File: config.mk
export PLATFORM = sky130hd
export DESIGN_NAME = row_sched
export DESIGN_NICKNAME = d
export VERILOG_FILES = /design/src/rtl/row_sched.sv
export SDC_FILE = /design/constraint.sdc
export NUM_CORES = 1
export LEC_CHECK = 0
export CAP_MARGIN = 5
export CORE_MARGIN = 10
export CORE_UTILIZATION = 45
export CTS_CLUSTER_SIZE = 30
export DETAILED_ROUTE_END_ITERATION = 10
export PLACE_DENSITY_LB_ADDON = 0.08
export SYNTH_ARGS = -nofsm -noshare
export SYNTH_HDL_FRONTEND = slang
export SYNTH_SLANG_ARGS = --single-unit
File: constraint.sdc
create_clock -name CK_c -period 6.5 [get_ports CK_c]
set_clock_uncertainty 0.15 [all_clocks]
set_input_delay 1.95 -clock CK_c [delete_from_list [all_inputs] [get_ports CK_c]]
set_output_delay 1.95 -clock CK_c [all_outputs]
set_load 0.1 [all_outputs]
File: src/rtl/row_sched.sv
// Open-row scheduler: tracks one open row per {bg,ba} and sequences PRE/ACT/CAS
// and PREA/REF strobes with the ACT, precharge, CAS and refresh spacing.
module row_sched #(
    parameter int TRCD = 11,
    parameter int TRP  = 11,
    parameter int TCCD = 4,
    parameter int TRFC = 208
) (
    input  logic        CK_c,
    input  logic        reset,
    input  logic        cmd_rdy,
    input  logic [2:0]  req_in,
    input  logic [1:0]  bg_in,
    input  logic [1:0]  ba_in,
    input  logic [13:0] row_in,
    input  logic [9:0]  col_in,
    input  logic        refresh_req,
    output logic        busy,
    output logic        pre_rdy,
    output logic        prea_rdy,
    output logic        act_rdy,
    output logic        no_act_rdy,
    output logic        cas_rdy,
    output logic        refresh_rdy,
    output logic        refresh_ack,
    output logic [1:0]  bg_out,
    output logic [1:0]  ba_out,
    output logic [13:0] row_out,
    output logic [9:0]  col_out,
    output logic [2:0]  req_out
);
    typedef enum logic [3:0] {
        ST_IDLE, ST_DECODE, ST_PRE, ST_WAIT_RP, ST_ACT, ST_WAIT_RCD,
        ST_CAS, ST_WAIT_CCD, ST_PREA, ST_WAIT_PREA, ST_REF, ST_WAIT_RFC
    } state_t;

    localparam logic [7:0] LD_RCD = 8'(TRCD - 1);
    localparam logic [7:0] LD_RP  = 8'(TRP - 1);
    localparam logic [7:0] LD_CCD = 8'(TCCD - 1);
    localparam logic [7:0] LD_RFC = 8'(TRFC - 1);

    state_t      r_state, w_state_next;
    logic [7:0]  r_cnt, w_cnt_next, w_cnt_dec;
    logic        w_cnt_last;
    logic [15:0] r_valid, w_valid_next;
    logic [13:0] r_row_tbl [16];
    logic        r_busy;
    logic        r_pre, r_prea, r_act, r_no_act, r_cas, r_ref, r_ack;
    logic        w_pre, w_prea, w_act, w_no_act, w_cas, w_ref, w_ack;
    logic        w_capture, w_row_we, w_hit;
    logic [1:0]  r_bg, r_ba;
    logic [13:0] r_row;
    logic [9:0]  r_col;
    logic [2:0]  r_req;
    logic [3:0]  w_idx;

    assign w_idx     = {r_bg, r_ba};
    assign w_hit     = (r_row_tbl[w_idx] == r_row);
    assign w_cnt_dec = (r_cnt == 8'd0) ? 8'd0 : r_cnt - 8'd1;
    // Short waits leave as the counter steps to zero, so strobe spacing equals
    // the parameter; a count of 0 still spends one cycle in the wait state.
    assign w_cnt_last = (r_cnt <= 8'd1);

    always_comb begin
        w_state_next = r_state;
        w_cnt_next   = r_cnt;
        w_valid_next = r_valid;
        w_row_we     = 1'b0;
        w_capture    = 1'b0;
        w_pre        = 1'b0;
        w_prea       = 1'b0;
        w_act        = 1'b0;
        w_no_act     = 1'b0;
        w_cas        = 1'b0;
        w_ref        = 1'b0;
        w_ack        = 1'b0;
        case (r_state)
            ST_IDLE: begin
                if (refresh_req) begin
                    w_state_next = (|r_valid) ? ST_PREA : ST_REF;
                end else if (cmd_rdy && req_in >= 3'd1 && req_in <= 3'd4) begin
                    w_capture    = 1'b1;
                    w_state_next = ST_DECODE;
                end
            end
            ST_DECODE: begin
                if (r_valid[w_idx] && w_hit) begin
                    w_no_act     = 1'b1;
                    w_state_next = ST_CAS;
                end else if (!r_valid[w_idx]) begin
                    w_state_next = ST_ACT;
                end else begin
                    w_state_next = ST_PRE;
                end
            end
            ST_PRE: begin
                w_pre                = 1'b1;
                w_valid_next[w_idx]  = 1'b0;
                w_cnt_next           = LD_RP;
                w_state_next         = ST_WAIT_RP;
            end
            ST_WAIT_RP: begin
                w_cnt_next = w_cnt_dec;
                if (w_cnt_last) w_state_next = ST_ACT;
            end
            ST_ACT: begin
                w_act               = 1'b1;
                w_row_we            = 1'b1;
                w_valid_next[w_idx] = 1'b1;
                w_cnt_next          = LD_RCD;
                w_state_next        = ST_WAIT_RCD;
            end
            ST_WAIT_RCD: begin
                w_cnt_next = w_cnt_dec;
                if (w_cnt_last) w_state_next = ST_CAS;
            end
            ST_CAS: begin
                w_cas = 1'b1;
                if (r_req == 3'd3 || r_req == 3'd4) w_valid_next[w_idx] = 1'b0;
                w_cnt_next   = LD_CCD;
                w_state_next = ST_WAIT_CCD;
            end
            ST_WAIT_CCD: begin
                w_cnt_next = w_cnt_dec;
                if (w_cnt_last) w_state_next = ST_IDLE;
            end
            ST_PREA: begin
                w_prea       = 1'b1;
                w_valid_next = '0;
                w_cnt_next   = LD_RP;
                w_state_next = ST_WAIT_PREA;
            end
            ST_WAIT_PREA: begin
                w_cnt_next = w_cnt_dec;
                if (w_cnt_last) w_state_next = ST_REF;
            end
            ST_REF: begin
                w_ref        = 1'b1;
                w_cnt_next   = LD_RFC;
                w_state_next = ST_WAIT_RFC;
            end
            ST_WAIT_RFC: begin
                // Refresh runs until the counter reads zero so refresh_ack closes
                // the full refresh window rather than the command gap.
                w_cnt_next = w_cnt_dec;
                if (r_cnt == 8'd0) begin
                    w_ack        = 1'b1;
                    w_state_next = ST_IDLE;
                end
            end
            default: w_state_next = ST_IDLE;
        endcase
    end

    always_ff @(posedge CK_c or posedge reset) begin
        if (reset) begin
            r_state  <= ST_IDLE;
            r_cnt    <= 8'd0;
            r_valid  <= '0;
            r_busy   <= 1'b0;
            r_pre    <= 1'b0;
            r_prea   <= 1'b0;
            r_act    <= 1'b0;
            r_no_act <= 1'b0;
            r_cas    <= 1'b0;
            r_ref    <= 1'b0;
            r_ack    <= 1'b0;
            r_bg     <= 2'd0;
            r_ba     <= 2'd0;
            r_row    <= 14'd0;
            r_col    <= 10'd0;
            r_req    <= 3'd0;
        end else begin
            r_state  <= w_state_next;
            r_cnt    <= w_cnt_next;
            r_valid  <= w_valid_next;
            r_busy   <= (r_state != ST_IDLE);
            r_pre    <= w_pre;
            r_prea   <= w_prea;
            r_act    <= w_act;
            r_no_act <= w_no_act;
            r_cas    <= w_cas;
            r_ref    <= w_ref;
            r_ack    <= w_ack;
            if (w_capture) begin
                r_bg  <= bg_in;
                r_ba  <= ba_in;
                r_row <= row_in;
                r_col <= col_in;
                r_req <= req_in;
            end
        end
    end

    // Row storage needs no reset: an entry is only trusted while its valid bit is set.
    always_ff @(posedge CK_c) begin
        if (w_row_we) r_row_tbl[w_idx] <= r_row;
    end

    assign busy        = r_busy;
    assign pre_rdy     = r_pre;
    assign prea_rdy    = r_prea;
    assign act_rdy     = r_act;
    assign no_act_rdy  = r_no_act;
    assign cas_rdy     = r_cas;
    assign refresh_rdy = r_ref;
    assign refresh_ack = r_ack;
    assign bg_out      = r_bg;
    assign ba_out      = r_ba;
    assign row_out     = r_row;
    assign col_out     = r_col;
    assign req_out     = r_req;
endmodule

==> impl_metrics.json, run 1 <==
{
  "status": "completed",
  "numCtsBuffers": 31,
  "critPathTopFamily": "buffers and inverters",
  "cp-start-kind": "register",
  "instances_no_fill": 1207,
  "critical_path_arrival_ns": 2.61,
  "die_x_um": 184.3,
  "worst-path-buf-inv": 1,
  "wl_um": 29810,
  "clock_path_buffers": 3,
  "synth_top_area_share_pct": 55.35,
  "routed_via_density": 5.847,
  "ir_drop_mv": 0.2039,
  "grt_max_degree": 45,
  "p_switching_uw": 852.2,
  "p_seq_share_pct": 52.6,
  "pre_cts_ws_ns": 2.374,
  "worstMarginPinSlew_ns": 1.130,
  "placed_cells": 1149,
  "vias": 7057,
  "syn_nets": 796,
  "critPathRequiredTime_ns": 4.40,
  "ys_async_sr_fraction_pct": 23.02,
  "row_count": 60,
  "cts.sinks": 291,
  "clk_latency_ns": 0.57,
  "fin_ws_ns": 1.790,
  "first_pass_iters": 5,
  "antenna_found_initial": 0,
  "syn_area_um2": 12150,
  "globalplace.congestion": 0.8093,
  "synth_edf_count": 224,
  "fp.dieH_um": 184.3,
  "hpwl_um": 18170,
  "wire_per_inst_um": 24.70,
  "fmax_mhz": 212.3,
  "crit_path_max_incr_delay_ns": 1.26,
  "start_util_pct": 45.47,
  "slew_headroom_pct": 24.41,
  "grt_pass1_wl_um": 45520,
  "n_fill_cell": 2200,
  "fin_setup_tns_ns": 0,
  "synth-main-ff-cell": "edfxtp_1",
  "ioPinCount": 74,
  "hp-class": "register to register",
  "yosysUniqueCellTypes": 54,
  "internal-power_uw": 2997,
  "sw_frac_of_total_pct": 22.14,
  "power_density_nw_per_um2": 269.2,
  "synth_area_leader_cell": "edfxtp_1",
  "ctsHoldBuffers": 0,
  "pwr-share-comb_pct": 4.3,
  "fin_area_um2": 14300,
  "diodes": 0,
  "nNetsFinal": 878,
  "fin_crit_ns": 4.710,
  "layout-drive-gt1-share_pct": 20.09,
  "post_cts_buffers": 0,
  "htreeDepth": 1,
  "rsz0062_at_grt": "no",
  "cp_max_fo": 22,
  "path_cells": "clkdlybuf4s50_1",
  "cap_violations": 0,
  "port_buffers": 73,
  "cts_root_buf": "clkbuf_16",
  "ant_nets": 0,
  "final-max-slew-violation-count": 0,
  "grt.total_usage_pct": 17.66,
  "finalSetupViolCount": 0,
  "drt_iter0_markers": 631,
  "power_leakage_uw": 0.004538,
  "postPlaceCellArea_um2": 13340,
  "drc": 0,
  "synth_seq_area_share_pct": 69.15,
  "grt_pass1_vias": 7417,
  "syn2layout_area_growth_pct": 17.69,
  "clkPwrFrac_pct": 43.1,
  "ys_seq_elements": 291,
  "end_kind": "output pin",
  "cts_tree": "done",
  "crit_type": "register to output pin",
  "finalHoldViolCount": 0,
  "core_area_um2": 26730,
  "die-area_um2": 33980,
  "ff2ff_setup_slack_ns": 2.43,
  "synth.area.top_cells": "edfxtp_1 (55%), dfrtp_1 (14%), mux4_2 (8.9%), mux2_2 (3.3%), mux2i_1 (3.1%)",
  "yosys_warnings": 0,
  "crit_slowest_cell": "clkdlybuf4s50_1",
  "cts.clk_slew.worst_paths_ns": 0.06,
  "synth_cells": 759,
  "synth_area_per_cell_um2": 16.01,
  "finalCritPeriodShare_pct": 72.45,
  "ctsResizeCount": 0,
  "grt_overflow_total": 0
}
==> flip-flops by register name (all words and copies together), names as in the netlist, 2 cells and up <==
name       cells
ba_out         2
r_valid       16
bg_out         2
req_out        3
r_state        4
col_out       10
r_row_tbl    224
r_cnt          8
row_out       14
==> Yosys cell counts (3+ instances only) <==
library cell / count
nand3_1: 12
xor2_1: 7
o21ai_0: 25
o21ai_1: 7
mux2i_1: 38
a31oi_1: 10
nor2b_1: 11
o211ai_1: 3
o22ai_1: 5
a21oi_1: 37
nand4_1: 7
a211oi_1: 7
nor2_1: 40
edfxtp_1: 224
or3_1: 4
xnor2_1: 4
clkbuf_1: 28
buf_1: 4
dfrtp_1: 67
mux4_2: 48
a22o_1: 4
or4_1: 4
nor4_1: 9
inv_1: 10
nand2b_1: 5
buf_2: 10
a22oi_1: 7
nor3_1: 21
o31ai_1: 3
nand2_1: 31
mux2_2: 36
buf_4: 4
==> path summary, 6_finish.rpt <==
| kind | from | end | cells after the start |
|---|---|---|---|
| hold / removal | col_out[3]$_DFFE_PP0P_ | col_out[3]$_DFFE_PP0P_ | 1 |
| setup reg to reg | ba_out[0]$_DFFE_PP0P_ | no_act_rdy$_DFF_PP0_ | 8 |
| hold reg to reg | col_out[3]$_DFFE_PP0P_ | col_out[3]$_DFFE_PP0P_ | 1 |
| setup / recovery | row_out[4]$_DFFE_PP0P_ | row_out[4] | 1 |
| min in group asynchronous | reset | col_out[9]$_DFFE_PP0P_ | 2 |
| max in group asynchronous | reset | bg_out[0]$_DFFE_PP0P_ | 3 |
==> layer usage <==
layer  track usage, %  vias up  routed length (um)
li1                 -     3143                   -
met1            24.12     3655               13150
met2            28.71      215               14490
met3            3.091       44                1566
met4            4.326        0                 609
met5                0        -                   0
==> stage by stage <==
step / util, % / hold slack [ns] / total power, uW
floorplan: - / 0.3225 / 2168
global route: 53.51 / 0.3724 / 3970
detailed placement: 49.91 / 0.3484 / 2232
finish: 53.51 / 0.3583 / 3850
global placement: 49.91 / 0.3401 / 2229
CTS: 53.51 / 0.3623 / 3877
==> cell usage in the layout (no fill, tap or decap), types with 5 or more instances in the layout <==
cell,Yosys,final
clkdlybuf4s50_1,0,73
nor3_1,21,8
clkinv_1,0,6
a22oi_1,7,7
mux4_2,48,48
mux2i_1,38,38
xor2_1,7,7
o21ai_0,25,25
o21ai_1,7,7
dfrtp_1,67,64
nor4_1,9,9
edfxtp_1,224,224
clkbuf_16,0,31
clkbuf_8,0,5
o22ai_1,5,5
a31oi_1,10,10
nand3_1,12,12
nor3_2,0,13
nor2b_1,11,11
nor2_1,40,40
nand2_1,31,31
nand4_1,7,7
nand2b_1,5,5
inv_1,10,9
clkinv_2,0,6
mux2_2,36,36
a21oi_1,37,37
buf_4,4,24
a211oi_1,7,7
clkbuf_1,28,7
==> cells by family (layout without fill, tap and decap cells) <==
logic type | count (synthesis) | after routing | share of synthesized area [%]
flops | 291 | 291 | 69.15
fa+ha+maj | 3 | 3 | 0.2883
xor+xnor | 11 | 11 | 0.7928
compound gates | 116 | 116 | 5.715
simple gates | 157 | 157 | 6.518
buf+inv | 59 | 166 | 2.173
mux | 122 | 122 | 15.36
==> power by group through the flow <==
stage / clock network [uW] / logic [uW] / registers [uW]
4_1_cts: 1680 / 169 / 2020
2_1_floorplan: 0 / 67.9 / 2100
3_3_place_gp: 0 / 168 / 2060
6_report: 1660 / 167 / 2020
3_5_place_dp: 0 / 169 / 2060
5_1_grt: 1770 / 177 / 2030
==> layout make-up <==
| cell class | count | area (um2) | share of cell area [%] |
|---|---|---|---|
| Clock buffer | 43 | 870.8 | 6.089 |
| Clock inverter | 15 | 91.34 | 0.6387 |
| Inverter | 11 | 42.54 | 0.2975 |
| Multi-Input combinational cell | 409 | 3550 | 24.82 |
| Sequential cell | 291 | 8409 | 58.80 |
| Tap cell | 341 | 426.7 | 2.983 |
| Timing Repair Buffer | 97 | 910.9 | 6.369 |
No activity file was read; power rests on OpenSTA's default activity.
==> inputs of run 2 (changes only) <==
==> constraint.sdc (replaced) <==
create_clock -name CK_c -period 4.6 [get_ports CK_c]
set_clock_uncertainty 0.15 [all_clocks]
set_input_delay 1.38 -clock CK_c [delete_from_list [all_inputs] [get_ports CK_c]]
set_output_delay 1.38 -clock CK_c [all_outputs]
set_load 0.1 [all_outputs]
==> impl_metrics.json, run 2 (synthesized netlist as in run 1, its figures left out) <==
{
  "clk_latency_ns": 0.57,
  "status": "completed",
  "cp-start-kind": "register",
  "postPlaceCellArea_um2": 13380,
  "start_util_pct": 45.47,
  "syn2layout_area_growth_pct": 18.13,
  "port_buffers": 73,
  "end_kind": "output pin",
  "numCtsBuffers": 31,
  "power_leakage_uw": 0.004629,
  "ctsHoldBuffers": 0,
  "final_core_util_pct": 53.71,
  "cap_violations": 0,
  "hp-class": "register to register",
  "cts.sinks": 291,
  "n_fill_cell": 2159,
  "r2r_end": "no_act_rdy$_DFF_PP0_",
  "ff2ff_setup_slack_ns": 0.95,
  "die_x_um": 184.3,
  "grt_max_degree": 57,
  "grtUsageMet2_pct": 28.34,
  "row_count": 60,
  "clock_path_buffers": 3,
  "first_pass_iters": 5,
  "fin_setup_tns_ns": 0,
  "cts_tree": "done",
  "finalHoldViolCount": 0,
  "fmax_mhz": 267.4,
  "ctsResizeCount": 0,
  "grt_busiest_layer": "met2",
  "crit_type": "register to output pin",
  "grt_pass1_vias": 7219,
  "finalCritPeriodShare_pct": 81.29,
  "grt_pass1_wl_um": 44870,
  "wire_per_inst_um": 24.38,
  "final-max-slew-violation-count": 0,
  "hold_depth": 1,
  "top_register": "r_row_tbl",
  "antenna_found_initial": 0,
  "cts_root_buf": "clkbuf_16",
  "critical_path_arrival_ns": 2.21,
  "drc": 0,
  "fin_crit_ns": 3.739,
  "worstMarginPinSlew_ns": 1.105,
  "htreeDepth": 1,
  "grt_overflow_total": 0,
  "grt.total_usage_pct": 17.38,
  "globalplace.congestion": 0.8239,
  "min_from": "col_out[4]$_DFFE_PP0P_",
  "cts.clk_slew.worst_paths_ns": 0.06,
  "die-area_um2": 33980,
  "layout-drive-gt1-share_pct": 23.02,
  "fin_area_um2": 14360,
  "drt_iter0_markers": 693,
  "ioPinCount": 74,
  "cp_max_fo": 45,
  "hpwl_um": 18070,
  "layout_commonest_cell": "edfxtp_1",
  "wl_um": 29590,
  "r2r_cells": 7,
  "fp.dieH_um": 184.3,
  "vias": 7142,
  "ir_drop_mv": 0.2734,
  "ant_nets": 0,
  "met3_usage_pct": 3.032,
  "diodes": 0,
  "hold_slack_ns": 0.3527,
  "power.total_uw": 5475,
  "core_area_um2": 26730,
  "rsz0062_at_grt": "no",
  "use_met1_pct": 23.60,
  "timing.rr.start": "bg_out[1]$_DFFE_PP0P_",
  "critPathRequiredTime_ns": 3.07,
  "finalSetupViolCount": 0,
  "nNetsFinal": 885,
  "holdPathEnd": "col_out[4]$_DFFE_PP0P_",
  "post_cts_buffers": 0,
  "largest_reg_flops": 224,
  "routed_via_density": 5.883,
  "power_density_nw_per_um2": 381.4,
  "slew_headroom_pct": 26.06,
  "final_cell_mix": "edfxtp_1 (224), dfrtp_1 (64), clkdlybuf4s50_1 (55)"
}
==> run 2: layout make-up <==
type                            count  area, um2  area share [%]
Inverter                           11      42.54          0.2963
Multi-Input combinational cell    409       3550           24.73
Timing Repair Buffer              104      955.9           6.659
Sequential cell                   291       8409           58.58
Clock buffer                       39      815.8           5.683
Clock inverter                     19      155.1           1.081
Tap cell                          341      426.7           2.972
==> run 2: metal layers <==
layer  share of wire [%]  wire (um)
met1                  44      13070
met2                  49      14440
met3                 4.9       1454
met4                 2.1        628
met5                   0          0
==> run 2: per-stage QoR <==
step | instances | worst slack, ns
floorplan | 759 | 0.6817
global placement | 1156 | 0.8902
detailed placement | 1156 | 0.8804
CTS | 1214 | 0.8141
global route | 1214 | 0.7023
finish | 1214 | 0.8606
==> run 2: how the worst max path moves through the flow <==
stage,start,to
final,bg_out[0]$_DFFE_PP0P_,bg_out[0]
after floorplan,bg_out[0]$_DFFE_PP0P_,r_row_tbl[13][0]$_DFFE_PP_
after global placement,ba_out[0]$_DFFE_PP0P_,no_act_rdy$_DFF_PP0_
after global routing,ba_out[0]$_DFFE_PP0P_,no_act_rdy$_DFF_PP0_
after CTS,bg_out[0]$_DFFE_PP0P_,bg_out[0]
after detailed placement,ba_out[0]$_DFFE_PP0P_,no_act_rdy$_DFF_PP0_
==> run 2: power breakdown <==
group          switching [uW]  leakage [uW]  internal, uW  total [uW]
registers                41.3       0.00254          2830        2870
logic                     144       0.00160          83.6         228
clock network            1010      0.000489          1370        2380
==> run 2: critical path, stage by stage, from the launching register on <==
cell and delay (ns):
dfrtp_4 0.95, buf_4 0.34, buf_4 0.32
